<file path="src/rtl/prd_write_arbiter_pkg.sv">
// -----------------------------------------------------------------------------
// prd_pkg : shared definitions for the PRD descriptor-file write arbiter.
//   PRD_TAG_W / PRD_DATA_W : default physical-index and descriptor widths
//   prd_tag_t / prd_data_t : typedefs at those default widths
//   prd_wport_t            : one write port {ack, tag, data}
//   prd_wrap()             : single-step modulo wrap used by the round-robin scan
// -----------------------------------------------------------------------------
`timescale 1ns/1ps
package prd_pkg;
    localparam int PRD_TAG_W  = 6;
    localparam int PRD_DATA_W = 3;

    typedef logic [PRD_TAG_W-1:0]  prd_tag_t;
    typedef logic [PRD_DATA_W-1:0] prd_data_t;

    typedef struct packed {
        logic      ack;
        prd_tag_t  tag;
        prd_data_t data;
    } prd_wport_t;

    // value is always < 2*modulus in the scan, so one subtraction suffices
    function automatic int prd_wrap(input int value, input int modulus);
        return (value >= modulus) ? value - modulus : value;
    endfunction
endpackage

</file>
<file path="src/rtl/prd_write_arbiter_if.sv">
// -----------------------------------------------------------------------------
// prd_write_arbiter_if : requester/write-port bundle of the PRD write arbiter.
//   en, commitAllow        : global enable and commit-stage write permission
//   reqValid/Tag/Data      : packed requester inputs, requester 0 in the LSBs
//   reqReady               : combinational per-requester grant
//   writeAck/Select/Data   : registered write-port outputs, port 0 in the LSBs
// Modports: master = requester/commit side, slave = arbiter.
// -----------------------------------------------------------------------------
`timescale 1ns/1ps
interface prd_write_arbiter_if
    import prd_pkg::*;
#(
    parameter int NUM_REQ   = 6,
    parameter int NUM_PORTS = 4,
    parameter int TAG_W     = PRD_TAG_W,
    parameter int DATA_W    = PRD_DATA_W
);
    logic                        en;
    logic                        commitAllow;
    logic [NUM_REQ-1:0]          reqValid;
    logic [NUM_REQ*TAG_W-1:0]    reqTag;
    logic [NUM_REQ*DATA_W-1:0]   reqData;
    logic [NUM_REQ-1:0]          reqReady;
    logic [NUM_PORTS-1:0]        writeAck;
    logic [NUM_PORTS*TAG_W-1:0]  writeSelect;
    logic [NUM_PORTS*DATA_W-1:0] writeData;

    modport master (
        output en, commitAllow, reqValid, reqTag, reqData,
        input  reqReady, writeAck, writeSelect, writeData
    );

    modport slave (
        input  en, commitAllow, reqValid, reqTag, reqData,
        output reqReady, writeAck, writeSelect, writeData
    );
endinterface

</file>
<file path="src/rtl/prd_rr_picker.sv">
// -----------------------------------------------------------------------------
// prd_rr_picker : combinational round-robin selector with same-tag suppression.
//   i_enable    : when 0 no grants are made
//   i_valid     : per-requester valid
//   i_tag       : per-requester target index
//   i_ptr       : requester the scan starts from
//   o_grant     : per-requester grant
//   o_port_vld  : port p carries a grant this cycle
//   o_port_idx  : requester index assigned to port p
//   o_next_ptr  : pointer for the next cycle (i_ptr when nothing was granted)
// -----------------------------------------------------------------------------
`timescale 1ns/1ps
module prd_rr_picker
    import prd_pkg::*;
#(
    parameter int NUM_REQ   = 6,
    parameter int NUM_PORTS = 4,
    parameter int TAG_W     = PRD_TAG_W,
    parameter int IDX_W     = $clog2(NUM_REQ)
) (
    input  logic                                 i_enable,
    input  logic [NUM_REQ-1:0]                   i_valid,
    input  logic [NUM_REQ-1:0][TAG_W-1:0]        i_tag,
    input  logic [IDX_W-1:0]                     i_ptr,
    output logic [NUM_REQ-1:0]                   o_grant,
    output logic [NUM_PORTS-1:0]                 o_port_vld,
    output logic [NUM_PORTS-1:0][IDX_W-1:0]      o_port_idx,
    output logic [IDX_W-1:0]                     o_next_ptr
);
    int                          w_cnt;
    int                          w_idx;
    logic                        w_cand_vld;
    logic [TAG_W-1:0]            w_cand_tag;
    logic                        w_clash;
    logic [NUM_PORTS-1:0][TAG_W-1:0] w_slot_tag;

    always_comb begin
        o_grant    = '0;
        o_port_vld = '0;
        o_port_idx = '0;
        o_next_ptr = i_ptr;
        w_cnt      = 0;
        w_idx      = 0;
        w_cand_vld = 1'b0;
        w_cand_tag = '0;
        w_clash    = 1'b0;
        w_slot_tag = '0;
        for (int k = 0; k < NUM_REQ; k++) begin
            w_idx      = prd_wrap(int'(i_ptr) + k, NUM_REQ);
            w_cand_vld = 1'b0;
            w_cand_tag = '0;
            for (int r = 0; r < NUM_REQ; r++) begin
                if (r == w_idx) begin
                    w_cand_vld = i_valid[r];
                    w_cand_tag = i_tag[r];
                end
            end
            // Comparing only against already-granted slots is enough: an earlier
            // valid same-tag request is either granted, itself blocked by an even
            // earlier granted one, or the ports are already full.
            w_clash = 1'b0;
            for (int p = 0; p < NUM_PORTS; p++) begin
                if (p < w_cnt && w_slot_tag[p] == w_cand_tag) begin
                    w_clash = 1'b1;
                end
            end
            if (i_enable && w_cand_vld && !w_clash && w_cnt < NUM_PORTS) begin
                for (int r = 0; r < NUM_REQ; r++) begin
                    if (r == w_idx) begin
                        o_grant[r] = 1'b1;
                    end
                end
                for (int p = 0; p < NUM_PORTS; p++) begin
                    if (p == w_cnt) begin
                        o_port_vld[p] = 1'b1;
                        o_port_idx[p] = IDX_W'(w_idx);
                        w_slot_tag[p] = w_cand_tag;
                    end
                end
                o_next_ptr = IDX_W'(prd_wrap(w_idx + 1, NUM_REQ));
                w_cnt      = w_cnt + 1;
            end
        end
    end
endmodule

</file>
<file path="src/rtl/prd_write_arbiter.sv">
// -----------------------------------------------------------------------------
// prd_write_arbiter : grants up to NUM_PORTS of NUM_REQ writeback requesters per
// cycle onto descriptor-file write ports, round-robin, one cycle of latency.
//   clk       : clock, rising edge
//   reset     : asynchronous active-low reset
//   bus       : prd_write_arbiter_if.slave (requests in, grants and ports out)
//   stallCount: (only with PRD_ARB_STALL_CNT_EN) saturating 16-bit count of
//               cycles in which some valid requester was not granted
// Optional feature macro: PRD_ARB_STALL_CNT_EN
// -----------------------------------------------------------------------------
`timescale 1ns/1ps
module prd_write_arbiter
    import prd_pkg::*;
#(
    parameter int NUM_REQ   = 6,
    parameter int NUM_PORTS = 4,
    parameter int TAG_W     = PRD_TAG_W,
    parameter int DATA_W    = PRD_DATA_W
) (
    input  logic                   clk,
    input  logic                   reset,
    prd_write_arbiter_if.slave     bus
`ifdef PRD_ARB_STALL_CNT_EN
    ,
    output logic [15:0]            stallCount
`endif
);
    localparam int IDX_W = $clog2(NUM_REQ);

    logic [NUM_REQ-1:0][TAG_W-1:0]   w_req_tag;
    logic [NUM_REQ-1:0][DATA_W-1:0]  w_req_data;
    logic                            w_enable;
    logic [NUM_REQ-1:0]              w_grant;
    logic [NUM_PORTS-1:0]            w_port_vld;
    logic [NUM_PORTS-1:0][IDX_W-1:0] w_port_idx;
    logic [IDX_W-1:0]                w_next_ptr;

    logic [IDX_W-1:0]                  r_rr_ptr;
    logic [NUM_PORTS-1:0]              r_ack;
    logic [NUM_PORTS-1:0][TAG_W-1:0]   r_sel;
    logic [NUM_PORTS-1:0][DATA_W-1:0]  r_data;

    assign w_req_tag  = bus.reqTag;
    assign w_req_data = bus.reqData;

    // Reset is folded in so reqReady drops combinationally while reset is low.
    assign w_enable = bus.en & bus.commitAllow & reset;

    prd_rr_picker #(
        .NUM_REQ   (NUM_REQ),
        .NUM_PORTS (NUM_PORTS),
        .TAG_W     (TAG_W),
        .IDX_W     (IDX_W)
    ) u_picker (
        .i_enable   (w_enable),
        .i_valid    (bus.reqValid),
        .i_tag      (w_req_tag),
        .i_ptr      (r_rr_ptr),
        .o_grant    (w_grant),
        .o_port_vld (w_port_vld),
        .o_port_idx (w_port_idx),
        .o_next_ptr (w_next_ptr)
    );

    assign bus.reqReady = w_grant;

    always_ff @(posedge clk or negedge reset) begin
        if (!reset) begin
            r_rr_ptr <= '0;
            r_ack    <= '0;
            r_sel    <= '0;
            r_data   <= '0;
        end else begin
            r_rr_ptr <= w_next_ptr;
            r_ack    <= w_port_vld;
            // idle ports keep their last select/data; only the ack drops
            for (int p = 0; p < NUM_PORTS; p++) begin
                if (w_port_vld[p]) begin
                    r_sel[p]  <= w_req_tag[w_port_idx[p]];
                    r_data[p] <= w_req_data[w_port_idx[p]];
                end
            end
        end
    end

    assign bus.writeAck    = r_ack;
    assign bus.writeSelect = r_sel;
    assign bus.writeData   = r_data;

`ifdef PRD_ARB_STALL_CNT_EN
    logic        w_stall;
    logic [15:0] r_stall_cnt;

    assign w_stall = |(bus.reqValid & ~w_grant);

    always_ff @(posedge clk or negedge reset) begin
        if (!reset) begin
            r_stall_cnt <= '0;
        end else if (w_stall && r_stall_cnt != 16'hFFFF) begin
            r_stall_cnt <= r_stall_cnt + 16'd1;
        end
    end

    assign stallCount = r_stall_cnt;
`endif
endmodule

</file>
<file path="src/flat_wrapper.sv">
// flat-port wrapper written by rule: the top's interface ports become plain ports
module prd_write_arbiter_flat import prd_pkg::*;
#(
    parameter int NUM_REQ   = 6,
    parameter int NUM_PORTS = 4,
    parameter int TAG_W     = PRD_TAG_W,
    parameter int DATA_W    = PRD_DATA_W
)
  (clk, reset, bus_en, bus_commitAllow, bus_reqValid, bus_reqTag, bus_reqData, bus_reqReady, bus_writeAck, bus_writeSelect, bus_writeData);
  prd_write_arbiter_if #(.NUM_REQ(NUM_REQ), .NUM_PORTS(NUM_PORTS), .TAG_W(TAG_W), .DATA_W(DATA_W)) bus_i ();
  input  logic clk;
  input  logic reset;
  input wire logic [$bits(bus_i.en)-1:0] bus_en;
  input wire logic [$bits(bus_i.commitAllow)-1:0] bus_commitAllow;
  input wire logic [$bits(bus_i.reqValid)-1:0] bus_reqValid;
  input wire logic [$bits(bus_i.reqTag)-1:0] bus_reqTag;
  input wire logic [$bits(bus_i.reqData)-1:0] bus_reqData;
  output wire logic [$bits(bus_i.reqReady)-1:0] bus_reqReady;
  output wire logic [$bits(bus_i.writeAck)-1:0] bus_writeAck;
  output wire logic [$bits(bus_i.writeSelect)-1:0] bus_writeSelect;
  output wire logic [$bits(bus_i.writeData)-1:0] bus_writeData;
  assign bus_i.en = bus_en;
  assign bus_i.commitAllow = bus_commitAllow;
  assign bus_i.reqValid = bus_reqValid;
  assign bus_i.reqTag = bus_reqTag;
  assign bus_i.reqData = bus_reqData;
  assign bus_reqReady = bus_i.reqReady;
  assign bus_writeAck = bus_i.writeAck;
  assign bus_writeSelect = bus_i.writeSelect;
  assign bus_writeData = bus_i.writeData;
  prd_write_arbiter #(.NUM_REQ(NUM_REQ), .NUM_PORTS(NUM_PORTS), .TAG_W(TAG_W), .DATA_W(DATA_W)) u_core (.clk(clk), .reset(reset), .bus(bus_i));
endmodule
</file>
<file path="config.mk">
export PLATFORM = sky130hd
export DESIGN_NAME = prd_write_arbiter_flat
export DESIGN_NICKNAME = d
export VERILOG_FILES = /design/src/rtl/prd_write_arbiter_pkg.sv /design/src/rtl/prd_write_arbiter_if.sv /design/src/rtl/prd_rr_picker.sv /design/src/rtl/prd_write_arbiter.sv /design/src/flat_wrapper.sv
export SDC_FILE = /design/constraint.sdc
export NUM_CORES = 1
export LEC_CHECK = 0
export ABC_CLOCK_PERIOD_IN_PS = 16100
export BUFFER_PORTS_ARGS = -buffer_cell sky130_fd_sc_hd__buf_2
export CORE_ASPECT_RATIO = 0.5
export CORE_MARGIN = 2
export CORE_UTILIZATION = 39
export CTS_BUF_LIST = sky130_fd_sc_hd__clkbuf_4 sky130_fd_sc_hd__clkbuf_8
export DETAILED_ROUTE_END_ITERATION = 12
export SLEW_MARGIN = 20
export SYNTH_ARGS = -nofsm -noshare
export SYNTH_HDL_FRONTEND = slang
export SYNTH_SLANG_ARGS = --single-unit
</file>
<file path="constraint.sdc">
create_clock -name clk -period 16.1 [get_ports clk]
set_input_delay 0.805 -clock clk [delete_from_list [all_inputs] [get_ports clk]]
set_output_delay 0.805 -clock clk [all_outputs]
set_load 0.05 [all_outputs]
</file>
==> metrics.md <==
| Metric | Value |
|---|---|
| All-Layer GR Usage | `0.338` |
| Syn_area_per_cell | `7.37 um^2` |
| Primary FF master, synth | `dfrtp_1` |
| Via density | `6.76` |
| Total grt overflow | `0` |
| Initial antenna violation count | `3` |
| Final cell count without fillers | `2,119` |
| Drt drc | `0` |
| R2R Setup Slk | `1020 ps` |
| H-tree depth | `2` |
| First-pass GRT wire length | `84.8 mm` |
| CTS tree | `built` |
| Worst hold path class | `flop to flop` |
| Buffers on Ports | `109` |
| Final Max Slew Viols | `0` |
| Crit path kind | `flop to output pin` |
| Post-route cell area | `13,200 um^2` |
| Final WL | `57.8 mm` |
| Routability Congestion | `1.06` |
| Most common cell after layout, fill and taps aside | `nand2_1` |
| Util after Layout | `0.430` |
| Slew margin rel. | `0.222` |
| TritonRoute pass-1 iters | `6` |
| Post-cts sizing count | `0` |
| IO Pins | `110` |
| Hpwl dp | `42.8 mm` |
| Post-route ant nets | `0` |
| # hold bufs at CTS | `0` |
| Nets | `1,856` |
| Clock sink total | `43` |
| Maxcap violations | `0` |
| Root Buffer | `clkbuf_8` |
| Inst Count DP | `2,110` |
| Synthesized area | `12,300 um^2` |
| Area grow syn2layout | `7.26%` |
| Post-synth EDFFs | `0` |
| FF+latch count, synth | `43` |
| Vias post-DR | `14,316` |
| Count of final hold-check violations | `0` |
| Cell Rows | `45` |
| Layout cells sized above 1 | `0.153` |
| DIE WIDTH | `256 um` |
| Drt initial violations | `2,103` |
| Most frequent cells in the layout | `nand2_1 (158), nor2_1 (129), mux2i_1 (114)` |
| Skew final | `32.0 ps` |
| Core area | `30,700 um^2` |
| Status | `finished, final reports clean` |
| Die span in y | `130 um` |
| Post-synth cell types | `117` |
| Initial Utilization | `0.401` |
| Worst skew pair latency | `340 ps` |
| Setup violators final | `0` |
| Sequential element share of the synthesized area | `0.0872` |
| Crit-path max FO | `22` |
| Die area | `33,200 um^2` |
| Most used cell, CP | `ha_1` |
| Placed Area | `13,100 um^2` |
| Fmax | `65.5 MHz` |
| CP required | `15,290 ps` |
| Slowest cell on the critical path | `xnor2_1` |
| Syn Inst Count | `1,674` |
| Data arrival, critical path | `14,460 ps` |
| Clock buffer depth | `2` |
| Post-route clock period utilization | `0.948` |
| Clock transition at the registers of the reported paths | `120 ps` |
| Max incr delay on CP | `630 ps` |
| Vias in the first global route | `12,883` |
| Min Tclk post-route | `15,260 ps` |
| Startpoint types | `flop` |
| Setup bufs post-CTS | `0` |
| WL/cell | `27.3 um` |
| Worst-Margin Slew | `1160 ps` |
| Asr flop ratio synth | `1.00` |
| TritonCTS buffer count | `5` |
| RSZ-0062 raised after global routing | `no` |
| Pin count of the biggest net entering global routing | `45` |
| Ys Warns | `0` |
| Worst Setup End Kind | `output pin` |
| TNS Setup | `0 ps` |
routing by layer:
metal,vias to the layer above,GRT usage,routed length (um),share of wire
li1,6318,-,-,-
met1,6692,0.449,23500,0.41
met3,233,0.0969,7830,0.14
met5,-,0,0,0
met4,0,0.162,3160,0.055
met2,1073,0.508,23400,0.40
critical path: cells and delay by family, from the launching register on:
kind	cells	cell delay [ps]
buffers and inverters	9	1890
xor gates and xnor gates	3	1450
adders and majority gates	8	2530
DFF	1	620
muxes	2	650
AOI/OAI and AO/OA	19	4620
and+or+nand+nor	9	2280
flip-flops by register name, summed over array words and instances (netlist names):
signal	flops
u_core.bus.writeAck	4
u_core.bus.writeData	12
u_core.bus.writeSelect	24
u_core.r_rr_ptr	3
logic make-up after synthesis:
kind of cell	share of synthesized area
buf+inv	0.0712
simple gates	0.228
xor+xnor	0.0609
mux	0.134
compound gates	0.318
other cells	0.000609
flops	0.0872
fa+ha+maj	0.100
per-stage QoR:
step | hold WS, ps | worst slack (ps)
detailed placement | 490 | 897
finish | 504 | 840
CTS | 513 | 658
global route | 531 | 54.2
global placement | 483 | 1300
floorplan | 509 | 2790
final cells by class:
| class | count | area (um^2) |
|---|---|---|
| Inverter | 65 | 244 |
| Fill cell | 3233 | 17500 |
| Clock inverter | 3 | 67.6 |
| Sequential cell | 43 | 1080 |
| Multi-Input combinational cell | 1438 | 10500 |
| Clock buffer | 5 | 68.8 |
| Timing Repair Buffer | 141 | 786 |
| Tap cell | 423 | 529 |
| Antenna cell | 1 | 2.50 |
path summary, 6_finish.rpt:
path                                                       from                                     end  cells after the start
max in group asynchronous                                 reset     u_core.bus.writeData[2]$_DFFE_PN0P_                      2
max reg2reg                      u_core.r_rr_ptr[1]$_DFFE_PN0P_  u_core.bus.writeSelect[15]$_DFFE_PN0P_                     51
min in group asynchronous                                 reset   u_core.bus.writeSelect[9]$_DFFE_PN0P_                      2
max                              u_core.r_rr_ptr[1]$_DFFE_PN0P_                         bus_reqReady[4]                     50
min                        u_core.bus.writeData[11]$_DFFE_PN0P_    u_core.bus.writeData[11]$_DFFE_PN0P_                      2
min reg2reg                u_core.bus.writeData[11]$_DFFE_PN0P_    u_core.bus.writeData[11]$_DFFE_PN0P_                      2
synthesized netlist by cell type, drive strengths merged, types with 47 or more instances:
cell type  instances  share of area
mux2i            118          0.097
nand2            160          0.049
a21oi             95          0.040
inv               64          0.019
o21ai            101          0.044
buf               53          0.025
ha                97          0.098
clkbuf            85          0.026
xnor2             53          0.038
nor2             134          0.042
nand3             53          0.021
a31oi             47          0.025
Power is not shown: default switching activity piles up to over one toggle a cycle in this logic, so the estimate is an artifact.
